**config.mk**
```make
export PLATFORM = sky130hd
export DESIGN_NAME = avalon_bus_arbiter_flat
export DESIGN_NICKNAME = d
export VERILOG_FILES = /design/src/rtl/avalon_bus_arbiter_pkg.sv /design/src/rtl/AvalonMmRw.sv /design/src/rtl/arb_pick.sv /design/src/rtl/avalon_bus_arbiter.sv /design/src/flat_wrapper.sv
export SDC_FILE = /design/constraint.sdc
export NUM_CORES = 1
export LEC_CHECK = 0
export ABC_AREA = 1
export CORE_AREA = 5 5 121 123
export CTS_CLUSTER_DIAMETER = 120
export CTS_CLUSTER_SIZE = 14
export DETAILED_ROUTE_END_ITERATION = 10
export DIE_AREA = 0 0 126 128
export GPL_TIMING_DRIVEN = 0
export PLACE_DENSITY_LB_ADDON = 0.1
export SYNTH_ARGS = -nofsm -noshare
export SYNTH_HDL_FRONTEND = slang
export SYNTH_HIERARCHICAL = 1
export SYNTH_SLANG_ARGS = --single-unit
```
**constraint.sdc**
```tcl
create_clock -name clk -period 2 [get_ports clk]
set_input_delay 0.3 -clock clk [delete_from_list [all_inputs] [get_ports clk]]
set_output_delay 0.3 -clock clk [all_outputs]
set_load 0.03 [all_outputs]
```
**src/rtl/avalon_bus_arbiter_pkg.sv**
```systemverilog
// avalon_bus_arbiter_pkg: shared types and constants for the two-host Avalon-MM arbiter.
// Define ROUND_ROBIN_EN to alternate grants on ties instead of fixed priority.
package avalon_bus_arbiter_pkg;
  typedef enum logic [1:0] {IDLE, ISSUE, WAIT_DATA} arb_state_t;
  typedef bit host_id_t;
  localparam host_id_t HOST_DATA = 1'b0;
  localparam host_id_t HOST_FETCH = 1'b1;
`ifdef ROUND_ROBIN_EN
  localparam bit RR_EN = 1'b1;
`else
  localparam bit RR_EN = 1'b0;
`endif
endpackage

```
**src/rtl/AvalonMmRw.sv**
```systemverilog
// AvalonMmRw: Avalon-MM read/write signal bundle with host and agent views.
interface AvalonMmRw #(parameter int AW = 32, parameter int DW = 32);
  logic [AW-1:0] address;
  logic [DW/8-1:0] byteenable;
  logic read;
  logic write;
  logic [DW-1:0] host_to_agent;
  logic [DW-1:0] agent_to_host;
  logic waitrequest;
  logic readdatavalid;
  modport Host (output address, byteenable, read, write, host_to_agent,
                input agent_to_host, waitrequest, readdatavalid);
  modport Agent (input address, byteenable, read, write, host_to_agent,
                 output agent_to_host, waitrequest, readdatavalid);
endinterface

```
**src/rtl/arb_pick.sv**
```systemverilog
// arb_pick: two-way grant picker; ties go to prio, or away from last_grant under ROUND_ROBIN_EN.
module arb_pick
  import avalon_bus_arbiter_pkg::*;
(
  input logic [1:0] req,
  input host_id_t last_grant,
  input host_id_t prio,
  output host_id_t grant
);
  always_comb grant = (req == 2'b11) ? (RR_EN ? ~last_grant : prio) : req[1];
endmodule

```
**src/rtl/avalon_bus_arbiter.sv**
```systemverilog
// avalon_bus_arbiter: shares one Avalon-MM agent between data (host0) and fetch (host1), one transaction at a time.
// Tie-break is fixed priority unless ROUND_ROBIN_EN is defined.
module avalon_bus_arbiter
  import avalon_bus_arbiter_pkg::*;
#(
  parameter host_id_t PRIORITY_HOST = HOST_DATA
) (
  input logic clk,
  input logic rst,
  AvalonMmRw.Agent host0,
  AvalonMmRw.Agent host1,
  AvalonMmRw.Host bus,
  output logic grant_dbg,
  output logic busy
);
  arb_state_t state, state_next;
  host_id_t grant, last_grant, pick;
  logic [1:0] req;
  logic g_read, g_write, issue, active;
  assign req = {host1.read | host1.write, host0.read | host0.write};
  arb_pick u_pick (.req(req), .last_grant(last_grant), .prio(PRIORITY_HOST), .grant(pick));
  always_ff @(posedge clk or negedge rst) begin
    if (!rst) begin
      state <= IDLE;
      grant <= HOST_DATA;
      last_grant <= HOST_FETCH;
    end else begin
      state <= state_next;
      if (state == IDLE && |req) begin
        grant <= pick;
        last_grant <= pick;
      end
    end
  end
  assign g_read = grant ? host1.read : host0.read;
  assign g_write = grant ? host1.write : host0.write;
  assign issue = state == ISSUE;
  assign active = state != IDLE;
  always_comb begin
    state_next = state;
    unique case (state)
      IDLE: state_next = |req ? ISSUE : IDLE;
      ISSUE: state_next = !(g_read || g_write) ? IDLE :
                          bus.waitrequest ? ISSUE :
                          (g_read && !bus.readdatavalid) ? WAIT_DATA : IDLE;
      WAIT_DATA: state_next = bus.readdatavalid ? IDLE : WAIT_DATA;
      default: state_next = IDLE;
    endcase
  end
  assign bus.read = issue & g_read;
  assign bus.write = issue & g_write & ~g_read;
  assign bus.address = grant ? host1.address : host0.address;
  assign bus.byteenable = grant ? host1.byteenable : host0.byteenable;
  assign bus.host_to_agent = grant ? host1.host_to_agent : host0.host_to_agent;
  // Only the granted host in ISSUE sees the downstream stall; everyone else is held off.
  assign host0.waitrequest = !(issue && grant == HOST_DATA) || bus.waitrequest;
  assign host1.waitrequest = !(issue && grant == HOST_FETCH) || bus.waitrequest;
  assign host0.readdatavalid = bus.readdatavalid && active && grant == HOST_DATA;
  assign host1.readdatavalid = bus.readdatavalid && active && grant == HOST_FETCH;
  assign host0.agent_to_host = bus.agent_to_host;
  assign host1.agent_to_host = bus.agent_to_host;
  assign grant_dbg = grant;
  assign busy = active;
endmodule
```
**src/flat_wrapper.sv**
```systemverilog
// flat-port wrapper written by rule: the top's interface ports become plain ports
module avalon_bus_arbiter_flat import avalon_bus_arbiter_pkg::*;
#(
  parameter host_id_t PRIORITY_HOST = HOST_DATA
)
  (clk, rst, grant_dbg, busy, host0_address, host0_byteenable, host0_read, host0_write, host0_host_to_agent, host0_agent_to_host, host0_waitrequest, host0_readdatavalid, host1_address, host1_byteenable, host1_read, host1_write, host1_host_to_agent, host1_agent_to_host, host1_waitrequest, host1_readdatavalid, bus_address, bus_byteenable, bus_read, bus_write, bus_host_to_agent, bus_agent_to_host, bus_waitrequest, bus_readdatavalid);
  AvalonMmRw host0_i ();
  AvalonMmRw host1_i ();
  AvalonMmRw bus_i ();
  input logic clk;
  input logic rst;
  output logic grant_dbg;
  output logic busy;
  input wire logic [$bits(host0_i.address)-1:0] host0_address;
  input wire logic [$bits(host0_i.byteenable)-1:0] host0_byteenable;
  input wire logic [$bits(host0_i.read)-1:0] host0_read;
  input wire logic [$bits(host0_i.write)-1:0] host0_write;
  input wire logic [$bits(host0_i.host_to_agent)-1:0] host0_host_to_agent;
  output wire logic [$bits(host0_i.agent_to_host)-1:0] host0_agent_to_host;
  output wire logic [$bits(host0_i.waitrequest)-1:0] host0_waitrequest;
  output wire logic [$bits(host0_i.readdatavalid)-1:0] host0_readdatavalid;
  input wire logic [$bits(host1_i.address)-1:0] host1_address;
  input wire logic [$bits(host1_i.byteenable)-1:0] host1_byteenable;
  input wire logic [$bits(host1_i.read)-1:0] host1_read;
  input wire logic [$bits(host1_i.write)-1:0] host1_write;
  input wire logic [$bits(host1_i.host_to_agent)-1:0] host1_host_to_agent;
  output wire logic [$bits(host1_i.agent_to_host)-1:0] host1_agent_to_host;
  output wire logic [$bits(host1_i.waitrequest)-1:0] host1_waitrequest;
  output wire logic [$bits(host1_i.readdatavalid)-1:0] host1_readdatavalid;
  output wire logic [$bits(bus_i.address)-1:0] bus_address;
  output wire logic [$bits(bus_i.byteenable)-1:0] bus_byteenable;
  output wire logic [$bits(bus_i.read)-1:0] bus_read;
  output wire logic [$bits(bus_i.write)-1:0] bus_write;
  output wire logic [$bits(bus_i.host_to_agent)-1:0] bus_host_to_agent;
  input wire logic [$bits(bus_i.agent_to_host)-1:0] bus_agent_to_host;
  input wire logic [$bits(bus_i.waitrequest)-1:0] bus_waitrequest;
  input wire logic [$bits(bus_i.readdatavalid)-1:0] bus_readdatavalid;
  assign host0_i.address = host0_address;
  assign host0_i.byteenable = host0_byteenable;
  assign host0_i.read = host0_read;
  assign host0_i.write = host0_write;
  assign host0_i.host_to_agent = host0_host_to_agent;
  assign host0_agent_to_host = host0_i.agent_to_host;
  assign host0_waitrequest = host0_i.waitrequest;
  assign host0_readdatavalid = host0_i.readdatavalid;
  assign host1_i.address = host1_address;
  assign host1_i.byteenable = host1_byteenable;
  assign host1_i.read = host1_read;
  assign host1_i.write = host1_write;
  assign host1_i.host_to_agent = host1_host_to_agent;
  assign host1_agent_to_host = host1_i.agent_to_host;
  assign host1_waitrequest = host1_i.waitrequest;
  assign host1_readdatavalid = host1_i.readdatavalid;
  assign bus_address = bus_i.address;
  assign bus_byteenable = bus_i.byteenable;
  assign bus_read = bus_i.read;
  assign bus_write = bus_i.write;
  assign bus_host_to_agent = bus_i.host_to_agent;
  assign bus_i.agent_to_host = bus_agent_to_host;
  assign bus_i.waitrequest = bus_waitrequest;
  assign bus_i.readdatavalid = bus_readdatavalid;
  avalon_bus_arbiter #(.PRIORITY_HOST(PRIORITY_HOST)) u_core (.clk(clk), .rst(rst), .host0(host0_i), .host1(host1_i), .bus(bus_i), .grant_dbg(grant_dbg), .busy(busy));
endmodule
```
==> flow_metrics.tcl <==
set metrics [dict create \
    min-delay-path-class "in2async" \
    placed_area_um2 4715 \
    worst-r2r-setup-slack_ps 940 \
    crit_chain "buf_6 -> buf_4 -> nand2_1 -> nand2_1 -> dlygate4sd2_1" \
    clock-skew-final_ps 0.1319 \
    nNetsFinal 798 \
    clkLatencyLatePin_ps 220 \
    cts_tree "done" \
    cp_top_family "buffers and inverters" \
    viasPerCell 3.519 \
    coreArea_um2 13560 \
    cts.sinks 3 \
    drt_iter0_drc 52 \
    final-hold-violation-count 0 \
    drtPass1Iterations 4 \
    crit_top_cell "nand2_1" \
    cts_hold_buffers 0 \
    synth_area_um2 1657 \
    slew_violations 0 \
    mostFrequentLayoutCells "222 x nand2_1, 209 x clkdlybuf4s50_1, 67 x buf_4" \
    status "finished clean" \
    reg2reg_depth 6 \
    synthesis.nets 510 \
    power_density_nw_per_um2 961.1 \
    nFillCells 1517 \
    grtUsageTotal 0.1103 \
    grt_pass1_vias 2916 \
    setup_viol 0 \
    clk_pin_slew_ps 30 \
    leakage_nw 2.358 \
    period_share 0.9333 \
    n_antenna_cell 0 \
    post_cts_buffers 0 \
    rsz0062_at_grt "no" \
    synth_warnings 6 \
    grt_antenna_before_repair 0 \
    grt_max_degree 11 \
    reg2reg_from "u_core/grant_dbg" \
    clockBufferDepth 2 \
    via_count 2819 \
    layout_commonest_cell "nand2_1" \
    critPathCaptureType "output pin" \
    syn_to_final_growth_pct 172.4 \
    rows 43 \
    cts_buffers 3 \
    dp.cells 797 \
    final_util 0.3329 \
    hpwlAfterDp_mm 8.791 \
    layout.cells.non_filler 801 \
    grt_pass1_wl_mm 14.87 \
    required_ps 1700 \
    timing.rr.end "u_core/state[0]" \
    avgSynthCellArea_um2 4.960 \
    wl_per_cell_um 12.36 \
    multiInputGateArea_um2 932.1 \
    min_period_ps 1867 \
    startpoint_type "register" \
    cap_violations 0 \
    ant_nets 0 \
    design_area_um2 4513 \
    worstSetupPathType "reg2out" \
    drc 0 \
    drive_above_1_share 0.2287 \
    io_pins 316 \
    die_height_um 128 \
    initial_core_util 0.1222 \
    place_congestion 0.7884 \
    crit_path_max_fanout 10 \
    vdd_drop_max_mv 0.6176 \
    cts_root_buf "clkbuf_16" \
    portBuffers 283 \
    final-seq-area_um2 75.07 \
    dieWidth_um 126 \
    drt_wl_total_mm 9.899 \
    cp.arrival_ps 1570 \
    ctsResizeCount 80 \
    fmax_mhz 535.7 \
    h-tree-depth 1 \
    slowest_stage "dfrtp_1" \
    max_stage_delay_ps 440 \
    synth_cells 334 \
    worst-path-buf-inv 3 \
    dieArea_um2 16130 \
    grt_overflow 0 \
]
-- how the worst max path moves through the flow --
stage                startpoint              endpoint  cells after the start
6_report       u_core/grant_dbg       bus_address[15]                      5
5_1_grt        u_core/grant_dbg       bus_address[15]                      5
4_1_cts        u_core/grant_dbg  bus_host_to_agent[4]                      5
3_5_place_dp         host1_read             bus_write                      5
3_3_place_gp         host1_read             bus_write                      5
2_1_floorplan  u_core/grant_dbg   host0_readdatavalid                      2
-- through the flow --
stage	power [mW]	hold slack [ps]	worst slack, ps	TNS, ps
floorplan	2.680	4.409	286.9	0
global placement	4.615	495.7	-110.8	-826.1
detailed placement	4.618	498.5	-126.5	-872.9
CTS	4.536	266.8	1.872	0
global route	4.704	277.7	17.43	0
finish	4.337	266.1	133.4	0
-- registers in the layout, summed over array words and instances (netlist names) --
name / cells
u_core/grant_dbg: 1
u_core/state: 2
-- where the power goes --
| part | switching, mW | internal [mW] |
|---|---|---|
| registers | 0.0316 | 0.0849 |
| clock network | 0.0495 | 0.263 |
| logic | 2.56 | 1.35 |
| total | 2.64 | 1.69 |
-- area by class of cell --
class,count,area share
timing repair buffer,283,0.5645
clock buffer,4,0.01747
multi-input combinational,239,0.2065
sequential,3,0.01663
buffer,79,0.1336
inverter,13,0.01137
tap,180,0.04990
-- metal layers --
| metal | part of all wire | up-vias | global-route usage | wire length [um] |
|---|---|---|---|---|
| met4 | 0.0087 | 0 | 0.01640 | 86 |
| met3 | 0.094 | 6 | 0.03417 | 930 |
| met5 | 0 | - | 0 | 0 |
| li1 | - | 1495 | - | - |
| met2 | 0.54 | 151 | 0.2172 | 5370 |
| met1 | 0.35 | 1167 | 0.1167 | 3511 |
No activity file was read; power rests on OpenSTA's default activity.
